## config.mk

```make
export PLATFORM = sky130hd
export DESIGN_NAME = execute_stage
export DESIGN_NICKNAME = d
export VERILOG_FILES = /design/src/rtl/execute_stage.sv
export SDC_FILE = /design/constraint.sdc
export NUM_CORES = 1
export LEC_CHECK = 0
export CAP_MARGIN = 20
export CORE_ASPECT_RATIO = 0.9
export CORE_MARGIN = 5
export CORE_UTILIZATION = 36
export DETAILED_ROUTE_END_ITERATION = 7
export MAX_ROUTING_LAYER = met4
export PLACE_DENSITY = 0.63
export SYNTH_ARGS = -nofsm -noshare
export SYNTH_HDL_FRONTEND = slang
export SYNTH_SLANG_ARGS = --single-unit
```

## constraint.sdc

```tcl
create_clock -name clk -period 10.8 [get_ports clk]
set_input_delay 1.62 -clock clk [delete_from_list [all_inputs] [get_ports clk]]
set_output_delay 1.62 -clock clk [all_outputs]
set_load 0.02 [all_outputs]
```

## src/rtl/execute_stage.sv

```systemverilog
// rtl/execute_stage.sv - ALU execute stage with operand forwarding and a 16-cycle shift-add multiplier
module execute_stage (
  input  logic        clk,
  input  logic        rst,
  input  logic        valid_in,
  input  logic [3:0]  op,
  input  logic [2:0]  src_a_addr,
  input  logic [2:0]  src_b_addr,
  input  logic [15:0] reg_a_data,
  input  logic [15:0] reg_b_data,
  input  logic        use_imm,
  input  logic [15:0] imm,
  input  logic [2:0]  writeback_address_in,
  input  logic        writeback_en_in,
  input  logic        writeback_src_in,
  input  logic        we_in,
  input  logic [2:0]  wb_address,
  input  logic        wb_en,
  input  logic [15:0] wb_data,
  output logic [2:0]  writeback_address_out,
  output logic        writeback_en_out,
  output logic        writeback_src_out,
  output logic [15:0] alu_data_out,
  output logic [15:0] store_data_out,
  output logic        we_out,
  output logic        zero_out,
  output logic        stall
);

  localparam logic [3:0] OP_ADD = 4'd0;
  localparam logic [3:0] OP_SUB = 4'd1;
  localparam logic [3:0] OP_AND = 4'd2;
  localparam logic [3:0] OP_OR  = 4'd3;
  localparam logic [3:0] OP_XOR = 4'd4;
  localparam logic [3:0] OP_SHL = 4'd5;
  localparam logic [3:0] OP_SHR = 4'd6;
  localparam logic [3:0] OP_SLT = 4'd7;
  localparam logic [3:0] OP_MUL = 4'd8;

  typedef enum logic {IDLE, MUL} state_t;

  state_t      state_q;
  logic [3:0]  cnt_q;
  logic [15:0] mcand_q, mplier_q, store_q, prod_q, prod_d;
  logic [2:0]  wa_q;
  logic        wen_q, wsrc_q, we_q;

  logic        own_fwd;
  logic [15:0] op_a, raw_b, op_b, alu_res;

  // Own-output forwarding only applies to ALU results; loads are resolved upstream.
  assign own_fwd = writeback_en_out && !writeback_src_out;

  always_comb begin
    op_a = reg_a_data;
    if (own_fwd && writeback_address_out == src_a_addr) op_a = alu_data_out;
    else if (wb_en && wb_address == src_a_addr)        op_a = wb_data;

    raw_b = reg_b_data;
    if (own_fwd && writeback_address_out == src_b_addr) raw_b = alu_data_out;
    else if (wb_en && wb_address == src_b_addr)        raw_b = wb_data;

    op_b = use_imm ? imm : raw_b;

    case (op)
      OP_ADD:  alu_res = op_a + op_b;
      OP_SUB:  alu_res = op_a - op_b;
      OP_AND:  alu_res = op_a & op_b;
      OP_OR:   alu_res = op_a | op_b;
      OP_XOR:  alu_res = op_a ^ op_b;
      OP_SHL:  alu_res = op_a << op_b[3:0];
      OP_SHR:  alu_res = op_a >> op_b[3:0];
      OP_SLT:  alu_res = {15'd0, $signed(op_a) < $signed(op_b)};
      default: alu_res = op_b;
    endcase
  end

  assign prod_d = mplier_q[cnt_q] ? prod_q + (mcand_q << cnt_q) : prod_q;

  always_comb begin
    stall = 1'b0;
    if (state_q == IDLE) stall = valid_in && (op == OP_MUL);
    else                 stall = (cnt_q != 4'd15);
  end

  always_ff @(posedge clk) begin
    if (rst) begin
      state_q               <= IDLE;
      cnt_q                 <= 4'd0;
      mcand_q               <= 16'd0;
      mplier_q              <= 16'd0;
      store_q               <= 16'd0;
      prod_q                <= 16'd0;
      wa_q                  <= 3'd0;
      wen_q                 <= 1'b0;
      wsrc_q                <= 1'b0;
      we_q                  <= 1'b0;
      writeback_address_out <= 3'd0;
      writeback_en_out      <= 1'b0;
      writeback_src_out     <= 1'b0;
      alu_data_out          <= 16'd0;
      store_data_out        <= 16'd0;
      we_out                <= 1'b0;
      zero_out              <= 1'b1;
    end else begin
      // Bubble unless a result is retired this edge.
      writeback_address_out <= 3'd0;
      writeback_en_out      <= 1'b0;
      writeback_src_out     <= 1'b0;
      alu_data_out          <= 16'd0;
      store_data_out        <= 16'd0;
      we_out                <= 1'b0;
      zero_out              <= 1'b1;

      if (state_q == IDLE) begin
        if (valid_in && op == OP_MUL) begin
          state_q  <= MUL;
          cnt_q    <= 4'd0;
          prod_q   <= 16'd0;
          mcand_q  <= op_a;
          mplier_q <= op_b;
          store_q  <= raw_b;
          wa_q     <= writeback_address_in;
          wen_q    <= writeback_en_in;
          wsrc_q   <= writeback_src_in;
          we_q     <= we_in;
        end else if (valid_in) begin
          writeback_address_out <= writeback_address_in;
          writeback_en_out      <= writeback_en_in;
          writeback_src_out     <= writeback_src_in;
          alu_data_out          <= alu_res;
          store_data_out        <= raw_b;
          we_out                <= we_in;
          zero_out              <= (alu_res == 16'd0);
        end
      end else begin
        prod_q <= prod_d;
        cnt_q  <= cnt_q + 4'd1;
        if (cnt_q == 4'd15) begin
          state_q               <= IDLE;
          writeback_address_out <= wa_q;
          writeback_en_out      <= wen_q;
          writeback_src_out     <= wsrc_q;
          alu_data_out          <= prod_d;
          store_data_out        <= store_q;
          we_out                <= we_q;
          zero_out              <= (prod_d == 16'd0);
        end
      end
    end
  end

endmodule

```

; After elaboration in Yosys (flattened, before gate mapping)
; Cells that the tools add are included.
[op_classes]
addsub = 4
multipliers = 0
n_div = 0
order_cmp = 2
eq_ne = 14
n_shift = 3
muxes = 45
bitwise = 4
reduce_logical = 12
[ops]
columns = cell, count
row1 = $mux 16, 16
row2 = $pmux 16 s8, 1
row3 = $add 16x16->16, 2
row4 = $logic_not 16->1, 2
row5 = $shl 16x4->16, 2
row6 = $mux 1, 21
row7 = $and 16x16->16, 1
row8 = $eq 4x3->1 const B, 4
row9 = $lt 16x16->1, 1
row10 = $or 16x16->16, 1
row11 = $shr 16x4->16, 1
row12 = $sub 16x16->16, 1
row13 = $xor 16x16->16, 1
row14 = $eq 3x3->1, 4
row15 = $mux 3, 4
row16 = $eq 4x2->1 const B, 2
row17 = $eq 4x4->1 const B, 2
row18 = $mux 4, 2
row19 = $logic_and 1x1->1, 6
row20 = $lt 4x5->1 const B, 1
row21 = $add 4x1->4 const B, 1
row22 = $bmux 1 s4, 1
row23 = $eq 4x1->1 const B, 1
row24 = $logic_not 4->1, 1
row25 = 5 further kinds, 5
[word_totals]
register_bits = 114
latchBits = 0
ram_bits = 0
romBits = 0
input_bits = 88
out_inout_bits = 40
wordCells = 101
n_memories = 0

; Longest topological paths before layout
; Gate-level depths: netlist of run 1.
[logic_depth]
depth_word = 11
ltp_mapped = 23
depth_no_buf = 19

; Least setup slack after synthesis of run 1
; No wires, ideal clock.
[synth_path]
kind = input-to-reg
startpoint = input src_b_addr[1]
endpoint = register zero_out
setup_time_ns = 0.069
arrival_ns = 6.446
required_time_ns = 10.731
setup_slack_ns = 4.285
cell_stages = 21
path_buffers = 4
cell_sequence = xor2_1 or4b_1 buf_6 a211oi_1 o31a_1 buf_2 buf_2 buf_1 ha_1 nand2b_1 a221oi_1 o221ai_1 o21ba_2 a211oi_1 a21oi_1 nor4_1 o21ai_0 o2bb2ai_1 or3_1 or4_1 o21ai_1
[synth_between]
elab_chain_cells = 11
elab_cells_between_ends = 20
cone_classes = add/sub (2) / order compare (1) / eq/ne (2) / shift (2) / mux (7) / bitwise (3) / reduce/logical (3)
[synth_lines]
columns = element, line
row1 = "start, declared", 8  ; input logic [2:0] src_b_addr,
row2 = $eq 3x3->1, 61  ; else if (wb_en && wb_address == src_b_addr) raw_b = wb_data;
row3 = $logic_and 1x1->1, 61
row4 = $mux 16, 61
row5 = $mux 16 (*), 60  ; if (own_fwd && writeback_address_out == src_b_addr) raw_b = alu_data_out;
row6 = $mux 16 (*), 63  ; op_b = use_imm ? imm : raw_b;
row7 = $sub 16x16->16 (tied with other cells), 67  ; OP_SUB: alu_res = op_a - op_b;
row8 = $pmux 16 s8 (*), 65  ; case (op)
row9 = $logic_not 16->1 (*), 134  ; zero_out <= (alu_res == 16'd0);
row10 = $mux 1 (*), 127  ; end else if (valid_in) begin
row11 = $mux 1 (*), 116  ; if (valid_in && op == OP_MUL) begin
row12 = $mux 1 (*), 115  ; if (state_q == IDLE) begin
row13 = "end signal, assigned", 134
row14 = "end signal, assigned", 147  ; zero_out <= (prod_d == 16'd0);
row15 = "end, declared", 26  ; output logic zero_out,
; Every way passes the cells marked *; elsewhere a longest branch is shown, timed or not.
; A chain may end at the register's enable or synchronous reset.

; Worst setup path in the final report of run 1
; Same ends and word-level chain as after synthesis.

==> out/results.txt, run 1 <==
synth warn: 0
async set or reset register ratio after synthesis: 0%
Cell variety after synth: 81
pre-CTS WS: 3020 ps
routed vias: 11.6k
die height: 174 um
minimum clock period: 7490 ps
CTS clock-pin slew for the worst setup and hold paths: 60 ps
crit-path max FO: 31
setup violators final: 0
Starting Density: 36.3%
IO Port Bufs: 127
ANT cells: 0
PD cells: 117 nW/um^2
VDD IR max: 0.103 mV
TritonCTS buffer count: 17
largest net degree at the start of global routing: 83
DP Cell Count: 1,916
Clock Latency Late Sink: 420 ps
Post-Syn Instances: 1,446
status: finished clean
crit path capture type: flop
Slew HR: 36.3%
setup ws final: 3310 ps
mean post-synth cell area: 7.44 um^2
Slew Limit Fails: 0
post-cts resize count: 0
area growth from synthesis to layout: 21.7%
fill cell count: 3,014
vias in the first global route: 10.9k
row cnt: 60
syn nets: 1,611
Nets: 1,698
Worst Tran Pin Value: 953 ps
Placer Congestion: 1.02
CTS root buf: clkbuf_16
Initial DRC Count: 1,273
crit share post-route: 69.4%
total power: 1.53 mW
ANT nets after route: 0
DRC: 0
Final HPWL DP: 33,900 um
Worst EP required: 11,140 ps
setup bufs post-CTS: 0
# H-tree levels: 4
clk_skew: 15.8 ps
Post-synth EDFFs: 0
Post-synth top flop: dfxtp_1
grt total ovfl: 0
Seq/Total Area, Yosys: 21.2%
CP Launch Type: input port
Fmax: 133 MHz
RSZ-0062 raised after global routing: false
final-report hold violation count: 0
Die X: 192 um
Critical Path AT: 7830 ps
setup TNS: 0 ps
CTS tree: done
final std cells w/o fill: 1,949
Hold-fix buffers, CTS: 0
WS Path Type: input port to flop
GRT Util Overall: 27.1%
core area: 29,700 um^2
CTS Buffer Depth: 2
drt pass-1 iters: 5
Post-DP Area: 12,500 um^2
share of layout cells above drive strength 1: 8.54%
Detailed Route WL: 45,800 um
TritonCTS Sinks: 114
post-route cell area: 13,100 um^2
WL per Instance: 23.5 um
max cap viols: 0
drt via density: 5.97
Lkg Pwr: 5.34 nW
global-route wire length before repair: 68,500 um
Mapped Area: 10,800 um^2
Tightest Hold Check Type: flop to flop
number of top-level pins: 128
initial antenna violation count: 0
number of synthesized register bits: 114
die area: 33,400 um^2
## cell usage in the layout, fill, tap and decap left out, drive strengths merged, types with 25 or more instances in the layout
cell type / synthesis / layout
nor3: 36 / 36
nand2: 187 / 187
clkdlybuf4s50: 0 / 126
ha: 74 / 74
nor2: 164 / 164
buf: 29 / 46
a22oi: 45 / 45
a211oi: 50 / 50
a21oi: 130 / 130
inv: 54 / 62
mux2i: 103 / 103
nand3: 25 / 25
o21ai: 69 / 69
dfxtp: 114 / 114
## layout make-up
type / instances / area (um^2) / share of cell area (%)
clock buffer: 18 / 439 / 3.36
clock inverter: 14 / 164 / 1.25
inverter: 55 / 211 / 1.62
multi-input combinational: 1173 / 7870 / 60.1
sequential: 114 / 2280 / 17.4
tap: 403 / 504 / 3.86
timing repair buffer: 172 / 1610 / 12.3
## final timing paths
kind                                  startpoint  slack [ps]                  end  cells past startpoint
min                          wsrc_q$_SDFFE_PP0P_         450  wsrc_q$_SDFFE_PP0P_                      2
max reg2reg  writeback_address_out[1]$_SDFF_PP0_        5290  zero_out$_SDFF_PP1_                     21
min reg2reg                  wsrc_q$_SDFFE_PP0P_         450  wsrc_q$_SDFFE_PP0P_                      2
max                                src_b_addr[1]        3310  zero_out$_SDFF_PP1_                     21
## metal layers
| layer | routed length [um] | GRT usage [%] | vias up |
|---|---|---|---|
| met4 | 1420 | 8.32 | 0 |
| met1 | 19800 | 36.6 | 5478 |
| li1 | - | - | 5449 |
| met3 | 4550 | 5.14 | 85 |
| met2 | 20100 | 41.2 | 622 |
| met5 | 0 | - | - |
## registers in the layout, indices dropped and copies added (netlist names), 3 cells and up
name,flops
mcand_q,16
mplier_q,16
store_q,16
cnt_q,4
prod_q,16
store_data_out,16
alu_data_out,16
writeback_address_out,3
wa_q,3
## kinds of logic after synthesis
group	share of synthesized area [%]
xor gates and xnor gates	2.28
and+or+nand+nor	20.9
adders and majority gates	9.17
muxes	14.0
buffers and inverters	5.98
AOI/OAI and AO/OA	26.5
DFF	21.2
## synthesized netlist by cell type (8+ instances only)
cell type  count  area (um^2)
a2111oi_0      8         70.1
a211oi_1      49          368
a21o_1        13         97.6
a21oi_1      130          651
a221oi_1       9         78.8
a22oi_1       45          338
buf_1         14         52.6
buf_2         12         60.1
clkbuf_1      75          282
dfxtp_1      114         2280
ha_1          74          926
inv_1         51          191
mux2_2        19          214
mux2i_1      102         1020
mux4_2        11          248
nand2_1      187          702
nand2b_1      10         62.6
nand3_1       25          125
nor2_1       164          616
nor2b_1       15         93.8
nor3_1        36          180
nor4_1        12         75.1
o211ai_1       9         67.6
o21a_1         9         67.6
o21ai_0       67          335
o22ai_1       14         87.6
or3_1          9         56.3
xnor2_1       14          123
xor2_1        14          123
## through the flow
stage | hold slack, ps | util, %
6_report | 455 | 44.1
5_1_grt | 473 | 44.1
4_1_cts | 455 | 44.1
3_5_place_dp | 447 | 42.0
3_3_place_gp | 442 | 42.0
2_1_floorplan | 433 | -
## power breakdown
group | leakage, nW | internal (mW) | switching [mW]
Clock | 0.299 | 0.353 | 0.232
Combinational | 4.12 | 0.189 | 0.311
Sequential | 0.925 | 0.432 | 0.0104
Total | 5.34 | 0.974 | 0.554
## worst max-delay path, cell delays in order
cell	delay, ps
clkdlybuf4s50_1	480
xor2_1	240
or4b_1	980
a211oi_1	460
o31a_1	190
buf_4	360
inv_1	140
ha_1	270
fa_1	450
nand2b_1	120
a221oi_1	110
o221ai_1	300
o21ba_2	200
a2bb2oi_1	150
a21oi_1	80
nor4_1	320
o21ai_0	200
o2bb2ai_1	180
or3_1	350
or4_1	460
o21ai_1	130
(Power assumes the default switching activity.)
==> run 2: changes to the inputs <==
--- a/config.mk
+++ b/config.mk
@@ -11,7 +11,7 @@
 export CORE_UTILIZATION = 36
 export DETAILED_ROUTE_END_ITERATION = 7
 export MAX_ROUTING_LAYER = met4
-export PLACE_DENSITY = 0.63
+export PLACE_DENSITY = 0.65
 export SYNTH_ARGS = -nofsm -noshare
 export SYNTH_HDL_FRONTEND = slang
 export SYNTH_SLANG_ARGS = --single-unit
==> constraint.sdc (replaced) <==
create_clock -name clk -period 6.83 [get_ports clk]
set_input_delay 1.0245 -clock clk [delete_from_list [all_inputs] [get_ports clk]]
set_output_delay 1.0245 -clock clk [all_outputs]
set_load 0.02 [all_outputs]
==> out/results.txt, run 2 (synthesis results as in run 1) <==
Initial DRC Count: 1,713
status: finished clean
fill cell count: 2,924
setup violators final: 0
crit-path max FO: 16
post-route cell area: 13,300 um^2
Lkg Pwr: 5.48 nW
Hold-fix buffers, CTS: 0
TritonCTS Sinks: 114
area growth from synthesis to layout: 23.5%
Switching Power: 0.913 mW
final std cells w/o fill: 1,980
Post-DP Area: 12,700 um^2
grt total ovfl: 0
Critical Path AT: 6560 ps
initial antenna violation count: 0
largest net degree at the start of global routing: 89
DRC: 0
Starting Density: 36.3%
Worst EP required: 7190 ps
TritonCTS buffer count: 17
row cnt: 60
Comb power frac: 34.1%
Nets: 1,729
setup bufs post-CTS: 0
ANT nets after route: 0
Final HPWL DP: 36,200 um
post-cts resize count: 0
commonest non-fill, non-tap cell in the layout: nand2_1
die height: 174 um
setup ws final: 633 ps
DP Cell Count: 1,948
GRT Util Overall: 28.0%
VDD IR max: 0.161 mV
routed vias: 12.1k
WL per Instance: 24.2 um
IO Port Bufs: 127
Slew Limit Fails: 0
vias in the first global route: 11.0k
ANT cells: 0
drt via density: 6.09
global-route wire length before repair: 70,200 um
worst hold slack: 451 ps
CTS tree: done
CTS clock-pin slew for the worst setup and hold paths: 70 ps
max cap viols: 0
Placer Congestion: 1.05
crit path capture type: flop
# H-tree levels: 4
Clock Latency Late Sink: 420 ps
clk_skew: 13.4 ps
CTS root buf: clkbuf_16
Fmax: 161 MHz
WS Path Type: input port to flop
die area: 33,400 um^2
setup TNS: 0 ps
final-report hold violation count: 0
PD cells: 183 nW/um^2
Seq pwr share: 28.8%
Slew HR: 34.7%
core area: 29,700 um^2
number of top-level pins: 128
Worst Tran Pin Value: 955 ps
switching part of the total: 37.5%
share of layout cells above drive strength 1: 10.1%
crit share post-route: 90.7%
minimum clock period: 6200 ps
part of the power in the clock network: 37.1%
register-to-register setup slack: 1280 ps
fin util: 44.8%
Detailed Route WL: 47,900 um
Die X: 192 um
CP Launch Type: input port
most frequent cells in the layout: nand2_1, nor2_1, a21oi_1
CTS Buffer Depth: 2
total power: 2.44 mW
drt pass-1 iters: 6
RSZ-0062 raised after global routing: false
pre-CTS WS: 331 ps
Pint: 1.52 mW
Tightest Hold Check Type: flop to flop
==> run 2: critical path, cell delays in order <==
cell             delay [ps]
clkdlybuf4s50_1         450
xor2_1                  210
or4b_1                  560
buf_4                   250
a211oi_1                430
o31a_1                  280
ha_1                    340
nand2b_1                200
a221oi_1                400
o221ai_1                270
o22ai_1                 310
nor4_1                   80
a221oi_1                400
xor2_1                  180
nor2_1                   50
o31ai_1                 370
nand4_1                 160
or4_1                   430
o21ai_1                 140
==> run 2: routing by layer <==
metal | track usage (%) | wire [um] | up-vias
met1 | 38.5 | 20600 | 5631
met4 | 12.4 | 2540 | 0
met5 | - | 0 | -
met2 | 40.1 | 19800 | 769
met3 | 5.16 | 4990 | 161
li1 | - | - | 5491
==> run 2: power by group through the flow <==
stage | logic, mW | clock network, mW | registers, mW
6_report | 0.831 | 0.904 | 0.700
5_1_grt | 0.873 | 0.942 | 0.702
4_1_cts | 0.804 | 0.916 | 0.700
3_5_place_dp | 0.800 | 0 | 0.715
3_3_place_gp | 0.807 | 0 | 0.715
2_1_floorplan | 0.462 | 0 | 0.722
==> run 2: cell type report <==
type	instances	area, um^2	area share [%]
Multi-Input combinational cell	1173	7850	59.2
Sequential cell	114	2280	17.2
Timing Repair Buffer	203	1840	13.9
Tap cell	403	504	3.80
Clock buffer	18	439	3.31
Inverter	55	211	1.59
Clock inverter	14	146	1.10
==> run 2: final timing paths <==
path / startpoint / to / cells past startpoint
max: src_b_addr[1] / zero_out$_SDFF_PP1_ / 19
min: mcand_q[15]$_SDFFE_PP0P_ / mcand_q[15]$_SDFFE_PP0P_ / 2
max reg2reg: cnt_q[1]$_SDFFE_PP0P_ / zero_out$_SDFF_PP1_ / 16
min reg2reg: mcand_q[15]$_SDFFE_PP0P_ / mcand_q[15]$_SDFFE_PP0P_ / 2
==> run 3: changes to the inputs <==
==> constraint.sdc (replaced) <==
create_clock -name clk -period 6.83 [get_ports clk]
set_input_delay 0.683 -clock clk [delete_from_list [all_inputs] [get_ports clk]]
set_output_delay 0.683 -clock clk [all_outputs]
set_load 0.02 [all_outputs]
==> out/results.txt, run 3 (synthesis results as in run 1) <==
minimum clock period: 6090 ps
WS Path Type: input port to flop
grt total ovfl: 0
Hold-fix buffers, CTS: 0
Final HPWL DP: 35,500 um
largest net degree at the start of global routing: 78
Initial DRC Count: 1,410
commonest non-fill, non-tap cell in the layout: nand2_1
Pint: 1.51 mW
reg2reg end: alu_data_out[14]$_SDFF_PP0_
die area: 33,400 um^2
crit path capture type: flop
most frequent cell on the critical path: buf_4
total power: 2.43 mW
DRC: 0
clk_skew: 11.8 ps
most frequent cells in the layout: nand2_1, nor2_1, a21oi_1
IO Port Bufs: 127
Critical Path AT: 6360 ps
ANT cells: 0
Switching Power: 0.918 mW
setup ws final: 742 ps
CTS root buf: clkbuf_16
global-route wire length before repair: 69,500 um
ANT nets after route: 0
slowest CP cell: or4b_1
Die X: 192 um
Slew Limit Fails: 0
Fmax: 164 MHz
Seq pwr share: 28.8%
critical-path cell list: clkdlybuf4s50_1, xor2_1, or4b_1, buf_4, mux2i_1, o21ai_0, mux2i_1, inv_1, ha_1, or3_1, o221ai_1, o22ai_1, nor4_1, a221oi_1, buf_4, a221oi_1, xor2_1, o221ai_1, o21ai_0, buf_4, a2bb2oi_1, nor2_1
TritonCTS buffer count: 17
max cap viols: 0
setup TNS: 0 ps
post-cts resize count: 0
status: finished clean
GRT Util Overall: 27.6%
die height: 174 um
core area: 29,700 um^2
Clock Latency Late Sink: 420 ps
pre-CTS WS: 450 ps
CTS clock-pin slew for the worst setup and hold paths: 70 ps
switching part of the total: 37.8%
setup violators final: 0
row cnt: 60
Lkg Pwr: 5.41 nW
WL per Instance: 23.8 um
fin util: 44.4%
vias in the first global route: 10.9k
area growth from synthesis to layout: 22.5%
Worst EP required: 7100 ps
RSZ-0062 raised after global routing: false
worst hold endpoint: wsrc_q$_SDFFE_PP0P_
Hold Crit Depth: 2
drt via density: 6.02
Starting Density: 36.3%
Detailed Route WL: 46,900 um
RR Startpoint: writeback_address_out[1]$_SDFF_PP0_
R2R depth: 20
Nets: 1,715
final-report hold violation count: 0
share of layout cells above drive strength 1: 9.34%
register-to-register setup slack: 1150 ps
Tightest Hold Check Type: flop to flop
VDD IR max: 0.166 mV
worst hold slack: 456 ps
Slew HR: 35.6%
initial antenna violation count: 0
CTS Buffer Depth: 2
CP Launch Type: input port
part of the power in the clock network: 37.4%
number of top-level pins: 128
routed vias: 11.8k
Placer Congestion: 1.02
# H-tree levels: 4
PD cells: 185 nW/um^2
Hold Path Origin: wsrc_q$_SDFFE_PP0P_
Worst Tran Pin Value: 965 ps
Crit path largest cell delay: 590 ps
setup bufs post-CTS: 0
Comb power frac: 33.8%
TritonCTS Sinks: 114
CTS tree: done
fill cell count: 2,979
crit-path max FO: 16
drt pass-1 iters: 8
crit share post-route: 89.1%
## run 3: cell count changes in the layout (fill, tap and decap cells not counted)
cell / delta
buf_4: -14
inv_6: +3
clkinv_4: -3
inv_8: +2
clkinv_2: -1
clkbuf_8: -1
## run 3: power by group through the flow
| stage | registers, mW | logic, mW | clock network, mW |
|---|---|---|---|
| after floorplan | 0.722 | 0.462 | 0 |
| after global placement | 0.715 | 0.797 | 0 |
| after detailed placement | 0.715 | 0.793 | 0 |
| after CTS | 0.700 | 0.798 | 0.921 |
| after global routing | 0.701 | 0.868 | 0.950 |
| final | 0.700 | 0.821 | 0.911 |
## run 3: per-layer routing
metal / GRT usage (%) / share of wire (%)
met5: - / 0
met4: 7.66 / 2.8
met3: 5.26 / 10
met2: 41.3 / 43
met1: 37.9 / 43
## run 3: cell type report
class | instances | area, um^2 | share of cell area (%)
clock inverters | 15 | 164 | 1.24
repair buffers | 189 | 1730 | 13.2
flip-flops and latches | 114 | 2280 | 17.3
clock buffers | 17 | 425 | 3.23
multi-input cells | 1173 | 7850 | 59.6
inverters | 55 | 211 | 1.60
well taps | 403 | 504 | 3.83
## run 3: worst max-delay path by stage
stage | start | end | cells after the start
after floorplan | src_b_addr[1] | zero_out$_SDFF_PP1_ | 21
after global placement | src_b_addr[1] | alu_data_out[14]$_SDFF_PP0_ | 22
after detailed placement | src_b_addr[1] | alu_data_out[14]$_SDFF_PP0_ | 22
after CTS | src_b_addr[1] | alu_data_out[14]$_SDFF_PP0_ | 22
after global routing | src_b_addr[1] | zero_out$_SDFF_PP1_ | 21
final | src_b_addr[1] | alu_data_out[14]$_SDFF_PP0_ | 22
## run 3: stage by stage
stage | instance area [um^2] | cells
after detailed placement | 12600 | 1934
after floorplan | 10800 | 1446
final | 13200 | 1966
after CTS | 13200 | 1966
after global routing | 13200 | 1966
after global placement | 12600 | 1934
## run 3: critical path, delay by kind of cell
family,cells,cell delay (ps)
and+or+nand+nor,4,1230
buffers and inverters,5,1230
AOI/OAI and AO/OA,8,1660
xor gates and xnor gates,2,470
muxes,2,800
adders and majority gates,1,260
